**config.mk**
```make
export PLATFORM = sky130hd
export DESIGN_NAME = simd_flag_gen
export DESIGN_NICKNAME = d
export VERILOG_FILES = /design/src/rtl/simd_flag_gen.sv
export SDC_FILE = /design/constraint.sdc
export NUM_CORES = 1
export LEC_CHECK = 0
export ABC_AREA = 1
export BUFFER_PORTS_ARGS = -buffer_cell sky130_fd_sc_hd__buf_2
export CAP_MARGIN = 25
export CORE_UTILIZATION = 51
export DETAILED_ROUTE_END_ITERATION = 12
export GPL_ROUTABILITY_DRIVEN = 0
export PLACE_DENSITY_LB_ADDON = 0.1
export SLEW_MARGIN = 20
export SYNTH_ARGS = -nofsm -noshare
export SYNTH_HDL_FRONTEND = slang
export SYNTH_SLANG_ARGS = --single-unit
```
**constraint.sdc**
```tcl
create_clock -name CLK -period 1.4 [get_ports CLK]
set_input_delay 0.28 -clock CLK [delete_from_list [all_inputs] [get_ports CLK]]
set_output_delay 0.28 -clock CLK [all_outputs]
set_load 0.02 [all_outputs]
```
**src/rtl/simd_flag_gen.sv**
```systemverilog
// simd_flag_gen: two-stage SIMD status-flag generator feeding statusreg DIN/CE.
// Optional sticky-overflow mode is enabled by defining FLAG_STICKY_EN.
module simd_flag_gen #(
    parameter int DW = 32
) (
    input  logic          CLK,
    input  logic          RESET,
    input  logic          RES_VALID,
    input  logic [DW-1:0] RES_DATA,
    input  logic [1:0]    LANE_MODE,
    input  logic [3:0]    LANE_CARRY,
    input  logic [3:0]    LANE_OVF,
    input  logic          HOLD,
    input  logic          CLR_STICKY,
    output logic [4:0]    FLAGS,
    output logic          FLAGS_CE,
    output logic          BUSY
);

    localparam logic [1:0] MODE_1X32 = 2'b00;
    localparam logic [1:0] MODE_2X16 = 2'b01;
    localparam logic [1:0] MODE_4X8  = 2'b10;

    // Stage-1 state
    logic          v1_reg;
    logic [DW-1:0] data_reg;
    logic [1:0]    mode_reg;
    logic [3:0]    carry_reg;
    logic [3:0]    ovf_reg;

    // Stage-2 state
    logic [4:0]    flags_reg;
    logic          flags_ce_reg;

    // Capture-side lane decode
    logic [1:0]    mode_next;
    logic [3:0]    lane_mask_next;

    // Issue-side combinational flag terms
    logic [3:0]    byte_zero;
    logic [1:0]    half_zero;
    logic          issue;
    logic          z_next;
    logic          n_next;
    logic          c_next;
    logic          v_comp;
    logic          v_next;
    logic          p_next;
    logic [4:0]    flags_next;

    // Reserved mode 11 collapses to 1x32 at capture so stage 2 sees only 3 modes.
    always_comb begin
        mode_next      = (LANE_MODE == 2'b11) ? MODE_1X32 : LANE_MODE;
        lane_mask_next = 4'b0001;
        case (mode_next)
            MODE_2X16: lane_mask_next = 4'b0011;
            MODE_4X8:  lane_mask_next = 4'b1111;
            default:   lane_mask_next = 4'b0001;
        endcase
    end

    always_ff @(posedge CLK) begin
        if (RESET) begin
            v1_reg    <= 1'b0;
            data_reg  <= '0;
            mode_reg  <= MODE_1X32;
            carry_reg <= '0;
            ovf_reg   <= '0;
        end else if (!HOLD) begin
            v1_reg <= RES_VALID;
            if (RES_VALID) begin
                data_reg  <= RES_DATA;
                mode_reg  <= mode_next;
                carry_reg <= LANE_CARRY & lane_mask_next;
                ovf_reg   <= LANE_OVF & lane_mask_next;
            end
        end
    end

    genvar gi;
    generate
        for (gi = 0; gi < 4; gi++) begin : g_byte_zero
            assign byte_zero[gi] = (data_reg[gi*8 +: 8] == 8'h00);
        end
        for (gi = 0; gi < 2; gi++) begin : g_half_zero
            assign half_zero[gi] = byte_zero[2*gi] & byte_zero[2*gi+1];
        end
    endgenerate

    assign issue = v1_reg & ~HOLD;

    always_comb begin
        z_next = &byte_zero;
        c_next = |carry_reg;
        v_comp = |ovf_reg;
        n_next = data_reg[31];
        p_next = 1'b0;
        case (mode_reg)
            MODE_2X16: begin
                n_next = data_reg[31] | data_reg[15];
                p_next = (|half_zero) & ~z_next;
            end
            MODE_4X8: begin
                n_next = data_reg[31] | data_reg[23] | data_reg[15] | data_reg[7];
                p_next = (|byte_zero) & ~z_next;
            end
            default: begin
                n_next = data_reg[31];
                p_next = 1'b0;
            end
        endcase
    end

`ifdef FLAG_STICKY_EN
    logic sticky_reg;
    logic sticky_eff;

    // A clear in the issue cycle wipes history before the new overflow is ORed in.
    assign sticky_eff = CLR_STICKY ? 1'b0 : sticky_reg;
    assign v_next     = sticky_eff | v_comp;

    always_ff @(posedge CLK) begin
        if (RESET) begin
            sticky_reg <= 1'b0;
        end else if (!HOLD) begin
            if (issue) begin
                sticky_reg <= sticky_eff | v_comp;
            end else if (CLR_STICKY) begin
                sticky_reg <= 1'b0;
            end
        end
    end
`else
    logic unused_clr_sticky;
    assign unused_clr_sticky = CLR_STICKY;
    assign v_next            = v_comp;
`endif

    assign flags_next = {p_next, v_next, c_next, n_next, z_next};

    always_ff @(posedge CLK) begin
        if (RESET) begin
            flags_reg    <= 5'b0;
            flags_ce_reg <= 1'b0;
        end else begin
            flags_ce_reg <= issue;
            if (issue) begin
                flags_reg <= flags_next;
            end
        end
    end

    assign FLAGS    = flags_reg;
    assign FLAGS_CE = flags_ce_reg;
    assign BUSY     = v1_reg;

endmodule

```
# == Word-level counts from Yosys, hierarchy flattened ==
# Cells that the tools add are included.
# classes
n_eq_ne,5
n_mux,4
bitwise_logic,13
reduce_logical,10
# op_table
cell,n
zero test 8 bit,4
OR reduction 4 bit,3
bitwise AND 4 bit,2
case mux 4 bit (2 select lines),1
"== test 2 bit, second input constant",3
bitwise AND 1 bit,5
"== test 2 x 1 -> 1 bit, second input constant",2
OR 1 bit,4
case mux 1 bit (2 select lines),2
AND reduction 4 bit,1
2-to-1 mux 2 bit,1
NOT 1 bit,2
AND reduction 2 bit,1
OR reduction 2 bit,1
# totals
register_bits,49
out_inout_bits,7

# == Longest topological paths before layout ==
# depth
ltp_word,5
mapped_depth,8
mapped_depth_nobuf,8

# == Worst setup path before layout ==
# OpenSTA, ideal clock, no wires.
# synth_path
path_kind,reg2reg
from,reg mode_reg[0]
to,reg flags_reg[1] (netlist: FLAGS[1])
setup_time_ns,0.127
t_arrival_ns,0.951
required_ns,1.273
path_slack_ns,0.323
path_stages_with_launch,5
path_buffers,0
path_cell_list,dfxtp_1 inv_1 ha_1 o32ai_1 a21oi_1
# synth_via
elab_chain_len,2
# synth_rtl
item,line_no,text
"start, declared",27,logic [1:0] mode_reg;
"start signal, assigned",73,mode_reg <= mode_next;
== test 2 bit or == test 2 x 1 -> 1 bit (tied branches),98,case (mode_reg)
case mux 1 bit (2 select lines) (*),98,
"end signal, assigned",148,flags_reg <= flags_next;
"end, declared",32,logic [4:0] flags_reg;
# Every way passes the cells marked *; elsewhere a longest branch is shown, timed or not.
# A chain may end at the register's enable or synchronous reset.

# == Worst setup path in the final report ==
# Same ends and word-level chain as after synthesis.

==> results.cfg <==
[sta]
final-setup-viol-count = 0
fin_skew_ps = 4.03
max_freq_mhz = 822
maxSlewViolCount = 0
fin_tns_setup_ps = 0
fin_crit_ps = 1220
worst_slack_ps = 183
slew_headroom_pct = 81.4
rsz0062_at_grt = false
tightest_slew_ps = 279
hold_viol = 0
period_share_pct = 86.9

[clock_network]
cts_setup_buffers = 0
ctsHoldBuffers = 0
cts_max_level = 2
clock-sinks = 49
clock_path_buffers = 2
cts_root_buf = clkbuf_8
cts_resized = 0
clk_pin_slew_ps = 80
numCtsBuffers = 5
cts_tree = done
worstSkewPairLatency_ps = 290

[synth]
netlist.area_leader.share_pct = 50.1
synthFlopType = dfxtp_1
yosys-top-cells-count = nor2_1 (94), dfxtp_1 (49), o21ai_0 (35)
synth_area_sq_um = 1960
synth_area_per_cell_sq_um = 7.50
yosysTopAreaCell = dfxtp_1
ys_ff_latch = 49
synthArstFlopShare_pct = 0
yosysWarnings = 0
synth_nets = 313
synth_cell_types = 18
yosysSeqAreaShare_pct = 50.1
synth_edf_count = 0
syn-instance-count = 261
synth.most_common_cell = nor2_1
synthTopCellsByArea = dfxtp_1 (50%), nor2_1 (18%), o21ai_0 (9.0%)

[global_route]
grt_use_total_pct = 20.8
grt_antenna_before_repair = 0
grt_pass1_vias = 1588
grt_start_max_net_pins = 31
grt_remaining_overflow = 0
grt_pass1_wl_mm = 6.67

[critical_path]
worstPathRequired_ps = 1570
startpoint_type = flip-flop
path_max_fanout = 3
crit_type = flip-flop to flip-flop
crit_slowest_cell = dfxtp_1
r2r_slack_ps = 180
crit_family = flip-flops
worst_setup_path_end_kind = flip-flop
cp_cell_sequence = inv_1, ha_1, inv_1, nor2_1, nor2_1, nor2_1, o32ai_1, a21oi_1
cp_common_cell = nor2_1
max_stage_delay_ps = 340
cp.arrival_ps = 1390
critPathBufInv = 2

[power]
power_density_nw_per_um2 = 1210
p_leak_uw = 0.00109
ir_drop_v = 0.000624

[layout]
area_growth_pct = 23.1
diodes = 0
finalInstanceArea_sq_um = 2410
nets = 365
fill_cells = 354
drive_gt1_share_pct = 24.5
fin_util_pct = 65.8
largest_reg_flops = 32
stdcell_count = 362

[floorplanning]
core_area_sq_um = 3660
io_pins = 54
dieArea_sq_um = 4090
die_h_um = 63.9
die_w_um = 63.9
row_count = 22
start_util_pct = 53.5

[placement]
place_area_sq_um = 2290
place_inst = 354
portBuffers = 52
dp_slack_ps = 185
dp_hpwl_mm = 2.71

[route]
dr_wl_met2_mm = 1.77
initialDrtViolationCount = 84
vias = 1743
top_layer = met4
wl_per_cell_um = 10.3
drc_errors = 0
dr.pass1.iters = 4
vias_per_cell = 4.81
wl_met3_um = 156
ant_nets = 0
finalWirelength_mm = 3.74
met1Wirelength_mm = 1.78

[min_path]
hold_path_class = input pin to flip-flop

[run]
drv_cap = 0

[status]
status = completed
==> through the flow <==
stage	total power (uW)	hold WS (ps)
after floorplan	1800	428
after global placement	1930	452
after detailed placement	1940	454
after CTS	2950	226
after global routing	3100	225
final	2910	232
==> path summary, 6_finish.rpt <==
path,startpoint,cells past startpoint,end
max,mode_reg[0],8,FLAGS[1]
min,RES_DATA[12],3,data_reg[12]
max reg2reg,mode_reg[0],8,FLAGS[1]
min reg2reg,carry_reg[3],2,carry_reg[3]
==> kinds of logic (layout without fill, tap and decap cells) <==
group | count (synthesis) | count (layout) | share of synthesized area [%]
buffers and inverters | 23 | 76 | 5.37
DFF | 49 | 49 | 50.1
adders and majority gates | 5 | 5 | 3.20
and+or+nand+nor | 129 | 129 | 26.9
AOI/OAI and AO/OA | 55 | 55 | 14.5
==> area by class of cell <==
cell class | count | area, sq um | area share, %
repair buffers | 58 | 343 | 14.2
multi-input cells | 189 | 871 | 36.2
clock inverters | 1 | 30.0 | 1.25
inverters | 10 | 37.5 | 1.56
well taps | 48 | 60.1 | 2.49
clock buffers | 7 | 86.3 | 3.58
flip-flops and latches | 49 | 981 | 40.7
==> layer usage <==
| layer | vias to the layer above | global-route usage [%] |
|---|---|---|
| li1 | 940 | - |
| met1 | 766 | 25.3 |
| met2 | 33 | 35.5 |
| met3 | 4 | 6.07 |
| met4 | 0 | 5.97 |
| met5 | - | 0 |
==> power breakdown <==
part | internal [uW] | switching [uW]
Combinational | 174 | 213
Clock | 582 | 430
Sequential | 1470 | 42.1
Total | 2230 | 684
==> worst register-to-register path: stages, from the launching register on <==
cell	delay, ps
dfxtp_1	340
inv_1	60
ha_1	220
inv_1	70
nor2_1	40
nor2_1	90
nor2_1	50
o32ai_1	110
a21oi_1	110
==> placed cells by master, fill, tap and decap left out <==
cell,Yosys,layout
buf_4,1,3
nand3_2,1,1
nand2_4,1,1
dfxtp_1,49,49
bufinv_16,0,1
o21ai_0,35,35
buf_2,12,52
inv_2,4,4
a21oi_2,1,1
clkbuf_8,0,6
ha_1,5,5
nor2_1,94,94
nor2_2,5,5
buf_12,0,3
nor4_1,2,2
a21oi_1,12,12
nand3_1,8,8
inv_1,6,6
clkbuf_1,0,1
nand2_1,18,18
o21ai_1,6,6
o32ai_1,1,1
Power figures use the tool's default switching activity.
